<file path="src/rtl/decode_hazard_ctrl.sv">
// decode_hazard_ctrl
// Scoreboard hazard controller for the decode stage of a 5-stage pipeline.
// It tracks the destination registers of in-flight writers in EX, MEM and WB.
// It stalls decode on a pending source read, sequences the HALT drain, and
// counts stall cycles with saturation.
//
// Optional build macro HAZ_RF_BYPASS_EN: the register file forwards
// write-before-read, so an instruction in WB no longer causes a stall.
module decode_hazard_ctrl #(
    parameter int CNT_W = 16
) (
    input  logic             clk,
    input  logic             rst,
    input  logic             id_valid,
    input  logic [2:0]       id_rs,
    input  logic             id_rs_used,
    input  logic [2:0]       id_rt,
    input  logic             id_rt_used,
    input  logic [2:0]       id_wsel,
    input  logic             id_regwrite,
    input  logic             id_halt,
    input  logic             flush,
    output logic             stall,
    output logic [7:0]       pend_mask,
    output logic             halted,
    output logic [CNT_W-1:0] stall_cnt
);

    typedef enum logic [1:0] {
        IDLE  = 2'd0,
        DRAIN = 2'd1,
        DONE  = 2'd2
    } haltState_t;

    haltState_t haltState;

    // Tracking slots: valid bit plus destination register
    logic       exV, memV, wbV;
    logic [2:0] exRd, memRd, wbRd;

    // HALT token travelling alongside the slots
    logic tokEx, tokMem, tokWb;

    logic       halting;
    logic       issue;
    logic       hitEx, hitMem, wbStall;
    logic       nextExV, nextMemV, nextWbV;
    logic [2:0] nextExRd, nextMemRd, nextWbRd;
    logic [7:0] nextPend;

    // A slot hit: a valid writer whose destination matches a source that is actually read
    function automatic logic srcHit(
        input logic       v,
        input logic [2:0] rd,
        input logic [2:0] rs,
        input logic       rsUsed,
        input logic [2:0] rt,
        input logic       rtUsed
    );
        return v & ((rsUsed & (rd == rs)) | (rtUsed & (rd == rt)));
    endfunction

    assign halting = (haltState != IDLE);

    // Hazard detection, issue decision and next slot contents
    always_comb begin
        // NOTE: every signal gets a default before any branch so no latch is inferred.
        hitEx     = srcHit(exV,  exRd,  id_rs, id_rs_used, id_rt, id_rt_used);
        hitMem    = srcHit(memV, memRd, id_rs, id_rs_used, id_rt, id_rt_used);
`ifdef HAZ_RF_BYPASS_EN
        wbStall   = 1'b0;
`else
        wbStall   = srcHit(wbV,  wbRd,  id_rs, id_rs_used, id_rt, id_rt_used);
`endif
        // A redirect squashes the decode instruction, so it can never stall
        stall     = id_valid & ~flush & (hitEx | hitMem | wbStall);
        issue     = id_valid & ~stall & ~flush & ~halting;

        nextExV   = 1'b0;
        nextExRd  = 3'd0;
        if (issue) begin
            nextExV  = id_regwrite;
            nextExRd = id_wsel;
        end

        // A flushed EX instruction is dropped instead of moving into MEM
        nextMemV  = exV & ~flush;
        nextMemRd = flush ? 3'd0 : exRd;
        nextWbV   = memV;
        nextWbRd  = memRd;

        nextPend  = 8'd0;
        if (nextExV)  nextPend[nextExRd]  = 1'b1;
        if (nextMemV) nextPend[nextMemRd] = 1'b1;
        if (nextWbV)  nextPend[nextWbRd]  = 1'b1;
    end

    // Slot shift register and the pending mask taken after the shift
    always_ff @(posedge clk or negedge rst) begin
        if (!rst) begin
            // NOTE: sequential state uses non-blocking assignments so every flop samples pre-edge values.
            exV       <= 1'b0;
            exRd      <= 3'd0;
            memV      <= 1'b0;
            memRd     <= 3'd0;
            wbV       <= 1'b0;
            wbRd      <= 3'd0;
            pend_mask <= 8'd0;
        end else begin
            exV       <= nextExV;
            exRd      <= nextExRd;
            memV      <= nextMemV;
            memRd     <= nextMemRd;
            wbV       <= nextWbV;
            wbRd      <= nextWbRd;
            pend_mask <= nextPend;
        end
    end

    // HALT sequencing: token shift and IDLE -> DRAIN -> DONE with a sticky halted flag
    always_ff @(posedge clk or negedge rst) begin
        if (!rst) begin
            haltState <= IDLE;
            halted    <= 1'b0;
            tokEx     <= 1'b0;
            tokMem    <= 1'b0;
            tokWb     <= 1'b0;
        end else begin
            tokEx  <= issue & id_halt;
            tokMem <= tokEx & ~flush;
            tokWb  <= tokMem;
            case (haltState)
                IDLE: begin
                    if (issue && id_halt) haltState <= DRAIN;
                end
                DRAIN: begin
                    if (flush && tokEx) begin
                        haltState <= IDLE;
                    end else if (tokWb) begin
                        haltState <= DONE;
                        halted    <= 1'b1;
                    end
                end
                DONE: begin
                    halted <= 1'b1;
                end
                default: begin
                    haltState <= IDLE;
                    halted    <= 1'b0;
                end
            endcase
        end
    end

    // Saturating count of stall cycles
    always_ff @(posedge clk or negedge rst) begin
        if (!rst) begin
            stall_cnt <= '0;
        end else if (stall && (stall_cnt != '1)) begin
            stall_cnt <= stall_cnt + CNT_W'(1);
        end
    end

endmodule

</file>
<file path="config.mk">
export PLATFORM = sky130hd
export DESIGN_NAME = decode_hazard_ctrl
export DESIGN_NICKNAME = d
export VERILOG_FILES = /design/src/rtl/decode_hazard_ctrl.sv
export SDC_FILE = /design/constraint.sdc
export NUM_CORES = 1
export LEC_CHECK = 0
export BUFFER_PORTS_ARGS = -buffer_cell sky130_fd_sc_hd__buf_2
export CORE_MARGIN = 10
export CORE_UTILIZATION = 45
export DETAILED_ROUTE_END_ITERATION = 8
export GPL_ROUTABILITY_DRIVEN = 0
export PLACE_DENSITY = 0.71
export SETUP_SLACK_MARGIN = 0.3
export SYNTH_ARGS = -nofsm -noshare
export SYNTH_HDL_FRONTEND = slang
export SYNTH_SLANG_ARGS = --single-unit
</file>
<file path="constraint.sdc">
create_clock -name clk -period 2.95 [get_ports clk]
set_input_delay 0 -clock clk [delete_from_list [all_inputs] [get_ports clk]]
set_output_delay 0 -clock clk [all_outputs]
set_load 0.01 [all_outputs]
</file>
# [After elaboration in Yosys (flattened, before gate mapping)]
# Index checks and enable logic that the tools add are counted.
[word_totals] reg_bits=42 inputBits=17 output_inout_bits=26
[op_classes] addsub=1 magnitude_cmp=6 eq_ne=13 muxes=19 bitwise_logic=29 n_reduce_logical=10
[op_table] cell="$mux 8" n=3
[op_table] cell="$eq 3x3->1" n=6
[op_table] cell="$and 1x1->1" n=17
[op_table] cell="$add 16x1->16 const B" n=1
[op_table] cell="$ne 16x16->1 const B" n=1
[op_table] cell="$or 8x8->8" n=2
[op_table] cell="$lt 3x4->1 const B" n=3
[op_table] cell="$demux 1 s3" n=3
[op_table] cell="$ge 3x1->1 const B" n=3
[op_table] cell="$logic_and 1x1->1" n=6
[op_table] cell="$mux 1" n=6
[op_table] cell="$mux 2" n=3
[op_table] cell="$mux 3" n=2
[op_table] cell="$ne 2x2->1 const B" n=3
[op_table] cell="$pmux 2 s3" n=1
[op_table] cell="$reduce_and 3->1" n=2
[op_table] cell="$not 1->1" n=5
[op_table] cell="$or 1x1->1" n=5
[op_table] cell="$ne 3x3->1 const B" n=1
[op_table] cell="$pmux 1 s3" n=1
[op_table] cell="$eq 2x1->1 const B" n=1
[op_table] cell="$eq 2x2->1 const B" n=1
[op_table] cell="$logic_not 2->1" n=1
[op_table] cell="$reduce_bool 2->1" n=1

# [Logic depth before layout (Yosys ltp)]
# Gate-level depths: netlist (run 1).
[depth] depth_word=21 depth_mapped=8 depth_no_buf=7

# [Worst setup path after synthesis (run 1)]
# OpenSTA, ideal clock, no wires.
[synth_timing] path_type="register to register" startpoint="register stall_cnt[0]" endpoint="register stall_cnt[1]" setup_ns=0.125 t_arrival_ns=1.741 required_ns=2.825 setup_slack_ns=1.084 path_stages_with_launch=7 path_buffers=0 cell_sequence="dfrtp_1 -> ha_1 -> and4_1 -> and4_1 -> and4_1 -> nand2b_1 -> mux2_2"
[synth_between] elab_chain_len=2 word_cells_on_any_way=3
[synth_rtl] item="from (decl)" line="26" text="output logic [CNT_W-1:0] stall_cnt"
[synth_rtl] item="from (signal assigned)" line="160" text="stall_cnt <= stall_cnt + CNT_W'(1);"
[synth_rtl] item="parallel branches: the longest is 2 deep, another holds $add 16x1->16"
# Parallel ways; which one is timed is not known.
# A chain may end at the register's enable or synchronous reset.

# [Worst setup path in the final report (run 1)]
[layout_timing] startpoint="register memRd[1]" endpoint="register pend_mask[0]"
[layout_between] elab_chain_len=21 word_cells_on_any_way=30
[layout_rtl] item="from (decl)" line="39" text="logic [2:0] exRd, memRd, wbRd;"
[layout_rtl] item="from (signal assigned)" line="113" text="memRd <= nextMemRd;"
[layout_rtl] item="$eq 3x3->1" line="60" text="return v & ((rsUsed & (rd == rs)) | (rtUsed & (rd == rt)));"
[layout_rtl] item="$and 1x1->1" line="60"
[layout_rtl] item="$or 1x1->1" line="60"
[layout_rtl] item="$and 1x1->1" line="60"
[layout_rtl] item="$or 1x1->1 (2 in series)" line="76" text="stall = id_valid & ~flush & (hitEx | hitMem | wbStall);"
[layout_rtl] item="$and 1x1->1" line="76"
[layout_rtl] item="$not 1->1" line="77" text="issue = id_valid & ~stall & ~flush & ~halting;"
[layout_rtl] item="$and 1x1->1 (3 in series)" line="77"
[layout_rtl] item="(+3 left out)"
[layout_rtl] item="$mux 1 (implied by the code)" line="93" text="if (nextExV) nextPend[nextExRd] = 1'b1;"
[layout_rtl] item="$demux 1 s3" line="93"
[layout_rtl] item="$mux 8" line="93"
[layout_rtl] item="$or 8x8->8 (no line)"
[layout_rtl] item="$mux 8" line="94" text="if (nextMemV) nextPend[nextMemRd] = 1'b1;"
[layout_rtl] item="$or 8x8->8 (no line)"
[layout_rtl] item="$mux 8 *" line="95" text="if (nextWbV) nextPend[nextWbRd] = 1'b1;"
[layout_rtl] item="via nextPend[0]" line="49" text="logic [7:0] nextPend;"
[layout_rtl] item="to (signal assigned)" line="116" text="pend_mask <= nextPend;"
[layout_rtl] item="to (decl)" line="24" text="output logic [7:0] pend_mask,"
# The timed path passes the listed nets; every way through them passes the cells marked *.

==> load_flow_metrics.sql, run 1 <==
INSERT INTO impl_metrics (metric_group, metric, value, unit) VALUES
('drt', 'ant_nets', '0', ''),
('logic_synthesis', 'postSynth.topFlopCell', 'dfrtp_1', ''),
('sta', 'hold_viol', '0', ''),
('placement', 'place.detailed.instances', '287', ''),
('outcome', 'result_of_the_run', 'completed', ''),
('worst_setup_path', 'cp_slowest_cell', 'dlygate4sd3_1', ''),
('final_layout', 'fin_cells', '304', ''),
('logic_synthesis', 'largest_cells_by_area_after_synthesis', 'dfrtp_1 49%, xnor2_1 14%, nand2_1 3.5%, nand4_1 3.5%, ha_1 2.9%', ''),
('worst_setup_path', 'cp.buffers_inverters', '1', ''),
('worst_setup_path', 'worstSetupPathType', 'reg -> reg', ''),
('worst_setup_path', 'worst_path_largest_cell_delay', '0.59', 'ns'),
('logic_synthesis', 'unique_masters_post_synth', '32', ''),
('die', 'die_area', '7920', 'sq um'),
('sta', 'finalClockSkew', '0.0116', 'ns'),
('worst_setup_path', 'critPathRequiredTime', '3.17', 'ns'),
('final_layout', 'finish.net_count', '271', ''),
('global_routing', 'first_global_vias', '1742', ''),
('sta', 'tns', '0', 'ns'),
('logic_synthesis', 'synth_enable_flop_cells', '0', ''),
('power', 'report.power.total', '1.01', 'mW'),
('drt', 'avgRoutedWirePerCell', '15.3', 'um'),
('global_routing', 'grt_start_max_net_pins', '43', ''),
('power', 'power.density_cell_area', '394', 'nW/um^2'),
('die', 'initial_core_util', '0.459', ''),
('logic_synthesis', 'synthCells', '195', ''),
('die', 'floorplan.die.width', '89.0', 'um'),
('final_layout', 'layout-drive-gt1-share', '0.232', ''),
('drt', 'drt_pass1_iterations', '4', ''),
('die', 'io_pins', '43', ''),
('logic_synthesis', 'yosys_register_bits', '42', ''),
('logic_synthesis', 'syn_area', '2140', 'sq um'),
('final_layout', 'antenna_cells', '0', ''),
('placement', 'dpl_worst_slack', '0.980', 'ns'),
('final_layout', 'final-seq-area', '1050', 'sq um'),
('global_routing', 'grt_antenna_before_repair', '0', ''),
('sta', 'period_needed', '2.37', 'ns'),
('sta', 'max_slew.worst_pin.slew', '0.906', 'ns'),
('clocking', 'htree_num_levels', '2', ''),
('global_routing', 'grt_overflow', '0', ''),
('clocking', 'clk-insertion-delay-late', '0.29', 'ns'),
('power', 'worst_ir_drop_vdd', '0.235', 'mV'),
('logic_synthesis', 'yosysWarnings', '0', ''),
('global_routing', 'grt_first_pass_wirelength', '8.03', 'mm'),
('clocking', 'cts_setup_buffers', '0', ''),
('drt', 'drt-vias-per-instance', '5.34', ''),
('flow_run', 'maxCapViolCount', '0', ''),
('die', 'fp-row-count', '25', ''),
('clocking', 'post_cts.resized_instances', '0', ''),
('sta', 'clock.fmax', '421', 'MHz'),
('drt', 'routed-via-count', '1622', ''),
('logic_synthesis', 'net_count_after_synthesis', '217', ''),
('sta', 'final_max_slew_viol_count', '0', ''),
('global_routing', 'gr-usage-all-layers', '0.128', ''),
('sta', 'grt_setup_unrepaired', 'no', ''),
('worst_setup_path', 'data_arrival_time_at_the_worst_slack_endpoint', '2.60', 'ns'),
('drt', 'drt_iter0_markers', '70', ''),
('sta', 'max_slew_margin', '0.396', ''),
('sta', 'layout_worst_path_cycle_share', '0.805', ''),
('die', 'die-height', '89.0', 'um'),
('clocking', 'cts-buffers-inserted', '5', ''),
('worst_setup_path', 'worst-path-max-fanout', '8', ''),
('placement', 'buffer_ports.inserted', '42', ''),
('clocking', 'cts_max_path_buffers', '2', ''),
('sta', 'final-setup-viol-count', '0', ''),
('worst_setup_path', 'timing.critical_path.max_delay_family', 'simple AND/OR/NAND/NOR gates', ''),
('logic_synthesis', 'sequential_element_share_of_the_synthesized_area', '0.491', ''),
('worst_setup_path', 'timing.critical_path.cells', 'xnor2_1, nand4_1, a21boi_2, nor4_4, nand2_1, o41ai_1, dlygate4sd3_1', ''),
('sta', 'final_ws_setup', '0.576', 'ns'),
('clocking', 'cts_tree', 'done', ''),
('final_layout', 'multiInputGateArea', '1020', 'sq um'),
('clocking', 'path_clk_slew', '0.08', 'ns');
[power breakdown]
group | leakage, nW | internal, mW | switching, mW | total (mW)
Combinational | 0.579 | 0.0239 | 0.0312 | 0.0551
Clock | 0.0482 | 0.189 | 0.190 | 0.379
Sequential | 0.577 | 0.575 | 0 | 0.575
Total | 1.20 | 0.788 | 0.221 | 1.01
[layout by cell type, fill, tap and decap left out]
master | Yosys | layout
nor2_1 | 8 | 8
nand3b_1 | 2 | 2
nand4_1 | 12 | 12
dlygate4sd3_1 | 0 | 9
mux2_2 | 2 | 2
o32a_1 | 2 | 2
ha_1 | 5 | 5
o211ai_1 | 1 | 1
nand3_1 | 9 | 9
and4_1 | 4 | 4
a21boi_2 | 3 | 3
buf_2 | 0 | 42
nand2_1 | 20 | 20
o22a_1 | 2 | 2
a21oi_1 | 3 | 3
mux2i_1 | 1 | 1
clkbuf_8 | 0 | 6
nor2b_1 | 6 | 6
o41ai_2 | 1 | 1
and3_1 | 3 | 3
nor3_1 | 3 | 3
nor4_4 | 1 | 1
o31a_4 | 1 | 1
xnor2_1 | 33 | 33
clkinv_2 | 0 | 1
mux2_4 | 1 | 1
o41ai_1 | 2 | 2
clkbuf_1 | 0 | 1
o221ai_1 | 2 | 2
nand2b_1 | 5 | 5
and2_1 | 3 | 3
dfrtp_1 | 42 | 42
inv_1 | 9 | 9
o31ai_1 | 4 | 4
nand4b_1 | 1 | 1
[layer usage]
| metal | GRT usage | share of wire |
|---|---|---|
| met5 | 0 | 0 |
| met3 | 0.0510 | 0.070 |
| met4 | 0.0347 | 0.011 |
| met2 | 0.216 | 0.48 |
| met1 | 0.148 | 0.44 |
[through the flow]
stage	hold slack [ns]	cell area (sq um)
floorplan	-0.296	2140
global placement	0.194	2380
detailed placement	0.197	2380
CTS	0.324	2560
global route	0.344	2560
finish	0.319	2560
[cells by family (layout without fill, tap and decap cells)]
logic type | after synthesis | in the layout | synth area share
multiplexers | 4 | 4 | 0.0222
AO/OA/AOI/OAI | 21 | 21 | 0.0900
XOR/XNOR | 33 | 33 | 0.135
flip-flops | 42 | 42 | 0.491
buffers and inverters | 13 | 68 | 0.0333
adder cells (fa/ha/maj) | 5 | 5 | 0.0292
AND/OR/NAND/NOR | 77 | 77 | 0.199
[registers in the layout, indices dropped and copies added (netlist names), 2 cells and up]
signal,flops
haltState,2
wbRd,3
stall_cnt,16
memRd,3
exRd,3
pend_mask,8
[worst min-delay path: stages]
cell and delay [ns]:
buf_2 0.10, nor2b_1 0.15, nand2_1 0.12, nor4_4 0.06, and2_1 0.15
[final cells by class]
class / count / share of cell area
Inverter: 9 / 0.0132
Tap cell: 54 / 0.0264
Sequential cell: 42 / 0.410
Clock buffer: 7 / 0.0337
Clock inverter: 1 / 0.00195
Multi-Input combinational cell: 140 / 0.397
Timing Repair Buffer: 51 / 0.117
[cell usage after synthesis (3+ instances only)]
| library cell | n |
|---|---|
| dfrtp_1 | 42 |
| xnor2_1 | 33 |
| nand2_1 | 20 |
| nand4_1 | 12 |
| inv_1 | 9 |
| nand3_1 | 9 |
| nor2_1 | 8 |
| nor2b_1 | 6 |
| ha_1 | 5 |
| nand2b_1 | 5 |
| and4_1 | 4 |
| o31ai_1 | 4 |
| a21boi_2 | 3 |
| a21oi_1 | 3 |
| and2_1 | 3 |
| and3_1 | 3 |
| nor3_1 | 3 |
[path summary, 6_finish.rpt]
kind | start | to | slack [ns] | depth (start not counted)
setup / recovery | memRd[1] | pend_mask[0] | 0.58 | 7
hold / removal | id_valid | exRd[2] | 0.32 | 5
setup reg to reg | memRd[1] | pend_mask[0] | 0.58 | 7
hold reg to reg | tokMem | tokWb | 0.37 | 0
max in group asynchronous | rst | pend_mask[2] | 2.00 | 2
min in group asynchronous | rst | pend_mask[3] | 0.38 | 2
Note: power is estimated with default switching activity, not from simulation.
==> run 2: changes to the inputs <==
Settings changed: PLACE_DENSITY 0.71 to 0.74.
Clock period 2.95 ns to 2.1 ns, I/O delays scaled along.
==> run 2 against run 1 <==
Net effect: clock skew down 0.0039 ns; total power increased by 43%; critical path depth shrank 1; combinational power grew 57%; die area did not move; global-route usage increased by 0.53 points; worst hold slack lost 0.0044 ns; flip-flop and latch count did not move; register-to-register slack got worse by 0.34 ns; critical endpoint is now stall_cnt[1]; sequential power up 41%; largest power group unchanged.
==> load_flow_metrics.sql, run 2 (synthesized netlist as in run 1, its figures left out) <==
INSERT INTO impl_metrics (metric_group, metric, value, unit) VALUES
('die', 'fp-row-count', '25', ''),
('sta', 'hold_viol', '0', ''),
('die', 'io_pins', '43', ''),
('worst_setup_path', 'crit_path_start_kind', 'flop', ''),
('clocking', 'path_clk_slew', '0.08', 'ns'),
('worst_setup_path', 'worst_path_largest_cell_delay', '0.43', 'ns'),
('final_layout', 'fin_util', '0.601', ''),
('final_layout', 'biggest_register', 'stall_cnt', ''),
('global_routing', 'grt_overflow', '0', ''),
('global_routing', 'grt_antenna_before_repair', '0', ''),
('worst_setup_path', 'cp-end-kind', 'flop', ''),
('outcome', 'result_of_the_run', 'completed', ''),
('sta', 'finalClockSkew', '0.00763', 'ns'),
('power', 'worst_ir_drop_vdd', '0.254', 'mV'),
('final_layout', 'layout-drive-gt1-share', '0.374', ''),
('sta', 'max_slew.worst_pin.slew', '0.936', 'ns'),
('worst_setup_path', 'cp_slowest_cell', 'dfrtp_1', ''),
('global_routing', 'grt_first_pass_wirelength', '8.15', 'mm'),
('clocking', 'cts_max_path_buffers', '2', ''),
('clocking', 'cts-buffers-inserted', '5', ''),
('drt', 'drt_pass1_iterations', '4', ''),
('sta', 'clock.fmax', '536', 'MHz'),
('final_layout', 'finish.net_count', '291', ''),
('worst_setup_path', 'critPathRequiredTime', '2.29', 'ns'),
('worst_setup_path', 'timing.critical_path.cells', 'xnor2_1, nand4_1, a21boi_4, o31a_4, nand2b_4, mux2_4', ''),
('global_routing', 'first_global_vias', '1731', ''),
('drt', 'ant_nets', '0', ''),
('final_layout', 'antenna_cells', '0', ''),
('clocking', 'clk_root_buffer_cell', 'clkbuf_8', ''),
('sta', 'final_max_slew_viol_count', '0', ''),
('sta', 'grt_setup_unrepaired', 'yes', ''),
('drt', 'avgRoutedWirePerCell', '16.2', 'um'),
('sta', 'period_needed', '1.87', 'ns'),
('die', 'fp.coreArea', '4660', 'sq um'),
('worst_setup_path', 'worst-path-max-fanout', '8', ''),
('die', 'floorplan.die.width', '89.0', 'um'),
('sta', 'final-setup-viol-count', '0', ''),
('die', 'die-height', '89.0', 'um'),
('worst_setup_path', 'worstSetupPathType', 'reg -> reg', ''),
('flow_run', 'maxCapViolCount', '0', ''),
('final_layout', 'most-common-layout-cells', '42 x buf_2, 39 x dfrtp_1, 31 x xnor2_1', ''),
('final_layout', 'final_common_cell', 'buf_2', ''),
('clocking', 'cts_sinks', '42', ''),
('power', 'p_leak', '1.32', 'nW'),
('global_routing', 'gr-usage-all-layers', '0.134', ''),
('die', 'initial_core_util', '0.459', ''),
('final_layout', 'filler_cell_count', '398', ''),
('worst_setup_path', 'data_arrival_time_at_the_worst_slack_endpoint', '2.05', 'ns'),
('drt', 'routed-via-count', '1704', ''),
('drt', 'detail_route.drc_violations', '0', ''),
('clocking', 'cts_tree', 'done', ''),
('clocking', 'htree_num_levels', '2', ''),
('final_layout', 'largest_register_ff_count', '16', ''),
('die', 'die_area', '7920', 'sq um'),
('placement', 'dpl.hpwl', '3.44', 'mm'),
('clocking', 'clk-insertion-delay-late', '0.30', 'ns'),
('drt', 'drt-vias-per-instance', '5.26', ''),
('global_routing', 'grt_start_max_net_pins', '43', ''),
('sta', 'layout_worst_path_cycle_share', '0.888', ''),
('placement', 'buffer_ports.inserted', '42', ''),
('final_layout', 'reg.largest.list', 'stall_cnt (16), pend_mask (8)', ''),
('sta', 'tns', '0', 'ns'),
('drt', 'drt-total-wl', '5.25', 'mm'),
('worst_hold_path', 'holdCritPathClass', 'in -> reg', ''),
('sta', 'max_slew_margin', '0.376', ''),
('drt', 'drt_iter0_markers', '134', ''),
('power', 'power.density_cell_area', '516', 'nW/um^2'),
('final_layout', 'area_growth_syn_to_layout', '30.9', '%');
-- run 2: layout make-up --
cell class	instances	area [sq um]	area share
Clock buffer	6	82.6	0.0295
Clock inverter	2	12.5	0.00446
Inverter	9	33.8	0.0121
Multi-Input combinational cell	141	1110	0.397
Sequential cell	42	1050	0.376
Tap cell	54	67.6	0.0241
Timing Repair Buffer	70	438	0.156
-- run 2: path summary, 6_finish.rpt --
check	start	endpoint	slack [ns]	cells past startpoint
worst min register to register	tokMem	tokWb	0.36	0
worst max register to register	exRd[0]	stall_cnt[1]	0.23	6
worst min-delay path	id_valid	stall_cnt[3]	0.31	5
min in group asynchronous	rst	stall_cnt[7]	0.38	2
max in group asynchronous	rst	exRd[1]	1.08	2
worst max-delay path	exRd[0]	stall_cnt[1]	0.23	6
-- run 2: where the power goes --
group / total [mW] / switching, mW / internal (mW) / leakage [nW]
Clock: 0.550 / 0.286 / 0.264 / 0.0472
Combinational: 0.0867 / 0.0515 / 0.0352 / 0.705
Sequential: 0.808 / 0 / 0.808 / 0.572
Total: 1.45 / 0.338 / 1.11 / 1.32
-- run 2: stage by stage --
step / area, sq um / power [mW] / instances / hold WS [ns] / setup WS, ns
after floorplan: 2160 / 0.847 / 195 / -0.296 / 0.290
after global placement: 2410 / 0.891 / 289 / 0.184 / 0.251
after detailed placement: 2410 / 0.894 / 289 / 0.195 / 0.205
after CTS: 2670 / 1.46 / 312 / 0.305 / 0.301
after global routing: 2800 / 1.50 / 324 / 0.320 / 0.146
final: 2800 / 1.45 / 324 / 0.315 / 0.235
-- run 2: routing by layer --
metal	wire, um	part of all wire	GRT usage
met1	2280	0.43	0.155
met2	2520	0.48	0.216
met3	369	0.070	0.0556
met4	84	0.016	0.0491
met5	0	0	0
-- run 2: timing repair --
item,in CTS,in global routing
pin swaps,4,12
resized for setup,5,14
cloned,1,0
endpoints found under the setup margin,19,25
setup buffers,7,12
hold buffers,7,0
endpoints found under the hold margin,53,0
-- run 2: critical path: cells and delay by family, from the launching register on --
family	cells	cell delay [ns]
AOI/OAI and AO/OA	2	0.53
muxes	1	0.29
xor gates and xnor gates	1	0.23
DFF	1	0.43
and+or+nand+nor	2	0.26
